### config.mk
export PLATFORM = sky130hd
export DESIGN_NAME = serial_tx
export DESIGN_NICKNAME = d
export VERILOG_FILES = /design/src/rtl/serial_pkg.sv /design/src/rtl/serial_tx_bit_timer.sv /design/src/rtl/serial_tx.sv
export SDC_FILE = /design/constraint.sdc
export NUM_CORES = 1
export LEC_CHECK = 0
export ABC_AREA = 1
export BUFFER_PORTS_ARGS = -buffer_cell sky130_fd_sc_hd__buf_2
export CORE_MARGIN = 10
export CORE_UTILIZATION = 46
export DETAILED_ROUTE_END_ITERATION = 16
export PLACE_DENSITY = 0.73
export RECOVER_POWER = 100
export SLEW_MARGIN = 40
export SYNTH_ARGS = -nofsm -noshare
export SYNTH_HDL_FRONTEND = slang
export SYNTH_SLANG_ARGS = --single-unit
### constraint.sdc
create_clock -name clk -period 1.85 [get_ports clk]
set_clock_uncertainty 0.2 [all_clocks]
set_input_delay 0 -clock clk [delete_from_list [all_inputs] [get_ports clk]]
set_output_delay 0 -clock clk [all_outputs]
set_load 0.02 [all_outputs]
### src/rtl/serial_pkg.sv
// Shared definitions for the single-wire serial link: FSM states, line levels
// and the default word width / bit period used by both transmitter and receiver.
package serial_pkg;

  localparam int DEFAULT_W            = 8;
  localparam int DEFAULT_CLKS_PER_BIT = 4;

  localparam logic LINE_IDLE  = 1'b1;
  localparam logic LINE_START = 1'b0;

  typedef enum logic [2:0] {
    IDLE,
    START,
    DATA,
    PARITY,
    STOP
  } tx_state_e;

  // A modulo-n counter still needs one bit when n is 1.
  function automatic int cnt_width(input int n);
    return (n > 1) ? $clog2(n) : 1;
  endfunction

endpackage

### src/rtl/serial_tx_bit_timer.sv
// Bit-period timer: counts CLKS_PER_BIT cycles and flags the last cycle of
// each line bit. A synchronous clear holds the count at zero.
module bit_timer
  import serial_pkg::*;
#(
  parameter int CLKS_PER_BIT = DEFAULT_CLKS_PER_BIT
) (
  input  logic clk,
  input  logic rst,
  input  logic clear_i,
  output logic end_of_bit_o
);

  localparam int CW = cnt_width(CLKS_PER_BIT);
  localparam logic [CW-1:0] LAST = CW'(CLKS_PER_BIT - 1);

  logic [CW-1:0] cnt_q, cnt_d;
  logic          at_last;

  assign at_last      = (cnt_q == LAST);
  assign end_of_bit_o = at_last && !clear_i;

  // Wrap on the last cycle; with a one-cycle period the count never leaves zero.
  always_comb begin
    cnt_d = cnt_q;
    if (clear_i || at_last) begin
      cnt_d = '0;
    end else begin
      cnt_d = cnt_q + CW'(1);
    end
  end

  always_ff @(posedge clk) begin
    if (rst) begin
      cnt_q <= '0;
    end else begin
      cnt_q <= cnt_d;
    end
  end

endmodule

### src/rtl/serial_tx.sv
// Serial frame transmitter: start bit, data LSB-first, optional even parity, stop bit.
// Define SERIAL_TX_PARITY_EN to insert the parity bit between data and stop.
module serial_tx
  import serial_pkg::*;
#(
  parameter int W            = DEFAULT_W,
  parameter int CLKS_PER_BIT = DEFAULT_CLKS_PER_BIT
) (
  input  logic         clk,
  input  logic         rst,
  input  logic [W-1:0] data_in,
  input  logic         valid,
  output logic         ready,
  output logic         tx,
  output logic         busy,
  output logic         done
);

  localparam int BW = $clog2(W + 1);
  localparam logic [BW-1:0] LAST_BIT = BW'(W - 1);

  tx_state_e     state_q, state_d;
  logic [W-1:0]  shift_q, shift_d;
  logic [BW-1:0] bit_idx_q, bit_idx_d;
  logic          end_of_bit;
`ifdef SERIAL_TX_PARITY_EN
  logic          parity_q, parity_d;
`endif

  bit_timer #(
    .CLKS_PER_BIT(CLKS_PER_BIT)
  ) u_bit_timer (
    .clk          (clk),
    .rst          (rst),
    .clear_i      (state_q == IDLE),
    .end_of_bit_o (end_of_bit)
  );

  assign ready = (state_q == IDLE);
  assign busy  = !ready;
  assign done  = (state_q == STOP) && end_of_bit;

  always_comb begin
    state_d   = state_q;
    shift_d   = shift_q;
    bit_idx_d = bit_idx_q;
`ifdef SERIAL_TX_PARITY_EN
    parity_d  = parity_q;
`endif
    case (state_q)
      IDLE: begin
        if (valid) begin
          shift_d   = data_in;
          bit_idx_d = '0;
`ifdef SERIAL_TX_PARITY_EN
          parity_d  = ^data_in;
`endif
          state_d   = START;
        end
      end
      START: begin
        if (end_of_bit) state_d = DATA;
      end
      DATA: begin
        if (end_of_bit) begin
          shift_d   = shift_q >> 1;
          bit_idx_d = bit_idx_q + BW'(1);
          if (bit_idx_q == LAST_BIT) begin
`ifdef SERIAL_TX_PARITY_EN
            state_d = PARITY;
`else
            state_d = STOP;
`endif
          end
        end
      end
`ifdef SERIAL_TX_PARITY_EN
      PARITY: begin
        if (end_of_bit) state_d = STOP;
      end
`endif
      STOP: begin
        if (end_of_bit) state_d = IDLE;
      end
      default: state_d = IDLE;
    endcase
  end

  // Line level is decoded purely from registered state.
  always_comb begin
    tx = LINE_IDLE;
    case (state_q)
      START:   tx = LINE_START;
      DATA:    tx = shift_q[0];
`ifdef SERIAL_TX_PARITY_EN
      PARITY:  tx = parity_q;
`endif
      default: tx = LINE_IDLE;
    endcase
  end

  always_ff @(posedge clk) begin
    if (rst) begin
      state_q   <= IDLE;
      shift_q   <= '0;
      bit_idx_q <= '0;
`ifdef SERIAL_TX_PARITY_EN
      parity_q  <= 1'b0;
`endif
    end else begin
      state_q   <= state_d;
      shift_q   <= shift_d;
      bit_idx_q <= bit_idx_d;
`ifdef SERIAL_TX_PARITY_EN
      parity_q  <= parity_d;
`endif
    end
  end

endmodule

==> impl_metrics.yaml <==
timing:
  tns_ns: 0
  setup_viol: 0
  hold_viol: 0
  relSlewSlack_pct: 79.6
  slew_viol_final: 0
  period_needed_ns: 1.60
  rsz0062_at_grt: "false"
  fin_crit_sh_pct: 86.3
  tightest_slew_ns: 0.305
  max_freq_mhz: 627
  holdWs_ns: 0.236
setup_path:
  critPathArrivalTime_ns: 1.40
  r2r_end: "shift_q[1]$_SDFFE_PP0P_"
  slowest_stage: "dfxtp_1"
  rr_worst_depth: 8
  end_kind: "output pin"
  crit_fanout: 13
  critPathKind: "reg -> out"
  r2r_slack_ns: 0.29
  critPathMaxStageDelay_ns: 0.38
  cp.required_ns: 1.65
  timing.rr.start: "state_q[1]$_SDFFE_PP0P_"
  cp_common_cell: "nor2_1"
  path_cells: "inv_2, nand3_2, clkbuf_2, nor2_1, nor2_1, buf_2"
  critPathLaunchType: "flop"
route:
  viasPerCell: 4.78
  final_antenna_net_count: 0
  drc_errors: 0
  via_count: 813
  wire_per_inst_um: 10.9
  drtPass1Iterations: 4
  drt-initial-drc-count: 17
  finalWirelength_um: 1850
clock_network:
  clock_latency_ns: 0.29
  clkTransAtPathRegs_ns: 0.10
  h-tree-depth: 1
  cts_tree: "done"
  clkSinkCount: 17
  post-cts-setup-buffer-count: 0
  cts_root_buf: "clkbuf_4"
  numCtsBuffers: 3
  cts_max_path_buffers: 2
die:
  die_h_um: 63.3
  die-area_sq_um: 4010
  die_w_um: 63.3
  placement_rows: 15
  boundaryPins: 15
  core_sq_um: 1750
  start_util_pct: 49.4
global_route:
  grt_max_degree: 16
  antenna_found_initial: 0
  grt_pass1_wl_um: 3330
  gr-total-overflow: 0
  first_global_vias: 784
  track_usage_pct: 9.98
worst_hold_path:
  holdPathStages: 1
  hold_path.startpoint: "u_bit_timer.cnt_q[0]$_SDFF_PP0_"
  min_path_type: "reg -> reg"
  min_to: "u_bit_timer.cnt_q[0]$_SDFF_PP0_"
finish:
  antenna_cells: 0
  drive_above_1_share_pct: 18.6
  area_growth_pct: 23.1
  layout_common_cells: "nand2_1 (22), dfxtp_1 (17), nor2_1 (16), o21ai_0 (14)"
  finalInstanceArea_sq_um: 1060
  final_util_pct: 60.8
  layout.nets: 159
  final_common_cell: "nand2_1"
placed_design:
  place_congestion: 0.832
  port_buffers: 14
  hpwl_um: 1350
  place_area_sq_um: 945
pwr:
  p_leak_nw: 0.484
  total_power_mw: 1.34
  vdd_drop_max_mv: 0.756
  powerDensity_nw_per_um2: 1260
synth:
  syn-cell-area_sq_um: 862
  mappedNetlistNets: 132
  ys_warn_count: 0
  ys_ff_latch: 17
  ys_seq_area_share_pct: 39.5
  syn_inst: 119
  synth_cell_types: 20
  synth.avg_cell_area_sq_um: 7.24
run:
  drv_cap: 0
status:
  status: "completed"
per-layer routing:
layer  track usage, %  part of all wire (%)  vias up
li1                 -                     -      438
met1             11.4                    45      355
met2             16.9                    49       18
met3             3.00                   5.3        2
met4             4.10                  0.70        0
met5                0                     0        -
timing repair:
| action | CTS | global route |
|---|---|---|
| gates resized for setup | 0 | 0 |
| setup endpoints to repair | 0 | 0 |
| hold buffers | 10 | 0 |
| endpoints found under the hold margin | 15 | 0 |
report_power, final:
| part | switching, mW | internal, mW | total, mW | leakage, nW |
|---|---|---|---|---|
| clock network | 0.118 | 0.0803 | 0.198 | 0.0177 |
| logic | 0.433 | 0.213 | 0.646 | 0.326 |
| registers | 0.0429 | 0.452 | 0.495 | 0.140 |
| total | 0.594 | 0.745 | 1.34 | 0.484 |
how the worst max path moves through the flow:
stage                             from                   endpoint  slack, ns  cells after the start
3_5_place_dp   state_q[1]$_SDFFE_PP0P_    shift_q[1]$_SDFFE_PP0P_       0.39                      8
6_report       state_q[2]$_SDFFE_PP0P_                         tx       0.25                      6
4_1_cts        state_q[2]$_SDFFE_PP0P_                         tx       0.30                      6
5_1_grt        state_q[2]$_SDFFE_PP0P_                         tx        0.1                      6
3_3_place_gp   state_q[1]$_SDFFE_PP0P_    shift_q[3]$_SDFFE_PP0P_       0.41                      8
2_1_floorplan  state_q[1]$_SDFFE_PP0P_  bit_idx_q[1]$_SDFFE_PP0P_       0.36                      9
synth_stat cells:
cell type	number	area share (%)
nand2_4	4	5.2
buf_2	1	0.58
o21ai_0	14	8.1
nor3_2	1	1.2
nor2_1	14	6.1
nand2_1	22	9.6
dfxtp_1	17	39
nand3_2	1	1.2
inv_1	12	5.2
nor2_2	2	1.5
clkinv_4	1	1.0
clkdlybuf4s15_1	1	1.2
or2_2	1	0.73
inv_4	2	1.5
inv_2	1	0.43
nand3_1	9	5.2
buf_6	1	1.3
nand4_1	1	0.73
ha_1	2	2.9
a21oi_1	12	7.0
per-stage QoR:
stage | instances | setup slack, ns
after floorplan | 119 | 0.362
after global placement | 156 | 0.414
after detailed placement | 156 | 0.385
after CTS | 170 | 0.304
after global routing | 170 | 0.0991
final | 170 | 0.254
worst max-delay path: cells and delay by family, from the launching register on:
family        cells  cell delay [ns]
simple gates      3             0.25
buf+inv           3             0.48
flops             1             0.38
sequential cells by signal, summed over array words and instances, names as in the netlist:
signal,flops
u_bit_timer.cnt_q,2
state_q,3
bit_idx_q,4
shift_q,8
cells by family (layout without fill, tap and decap cells):
family / after synthesis / count (layout) / share of synthesized area (%)
compound gates: 26 / 26 / 15.1
fa+ha+maj: 2 / 2 / 2.90
buf+inv: 19 / 45 / 11.2
flops: 17 / 17 / 39.5
simple gates: 55 / 55 / 31.3
final cells by class:
cell class                      count  area (sq um)
Fill cell                         172           684
Multi-Input combinational cell     83           420
Sequential cell                    17           340
Timing Repair Buffer               25           171
Inverter                           16          70.1
Tap cell                           25          31.3
Clock buffer                        3          22.5
Clock inverter                      1          5.00
Power figures use the tool's default switching activity.
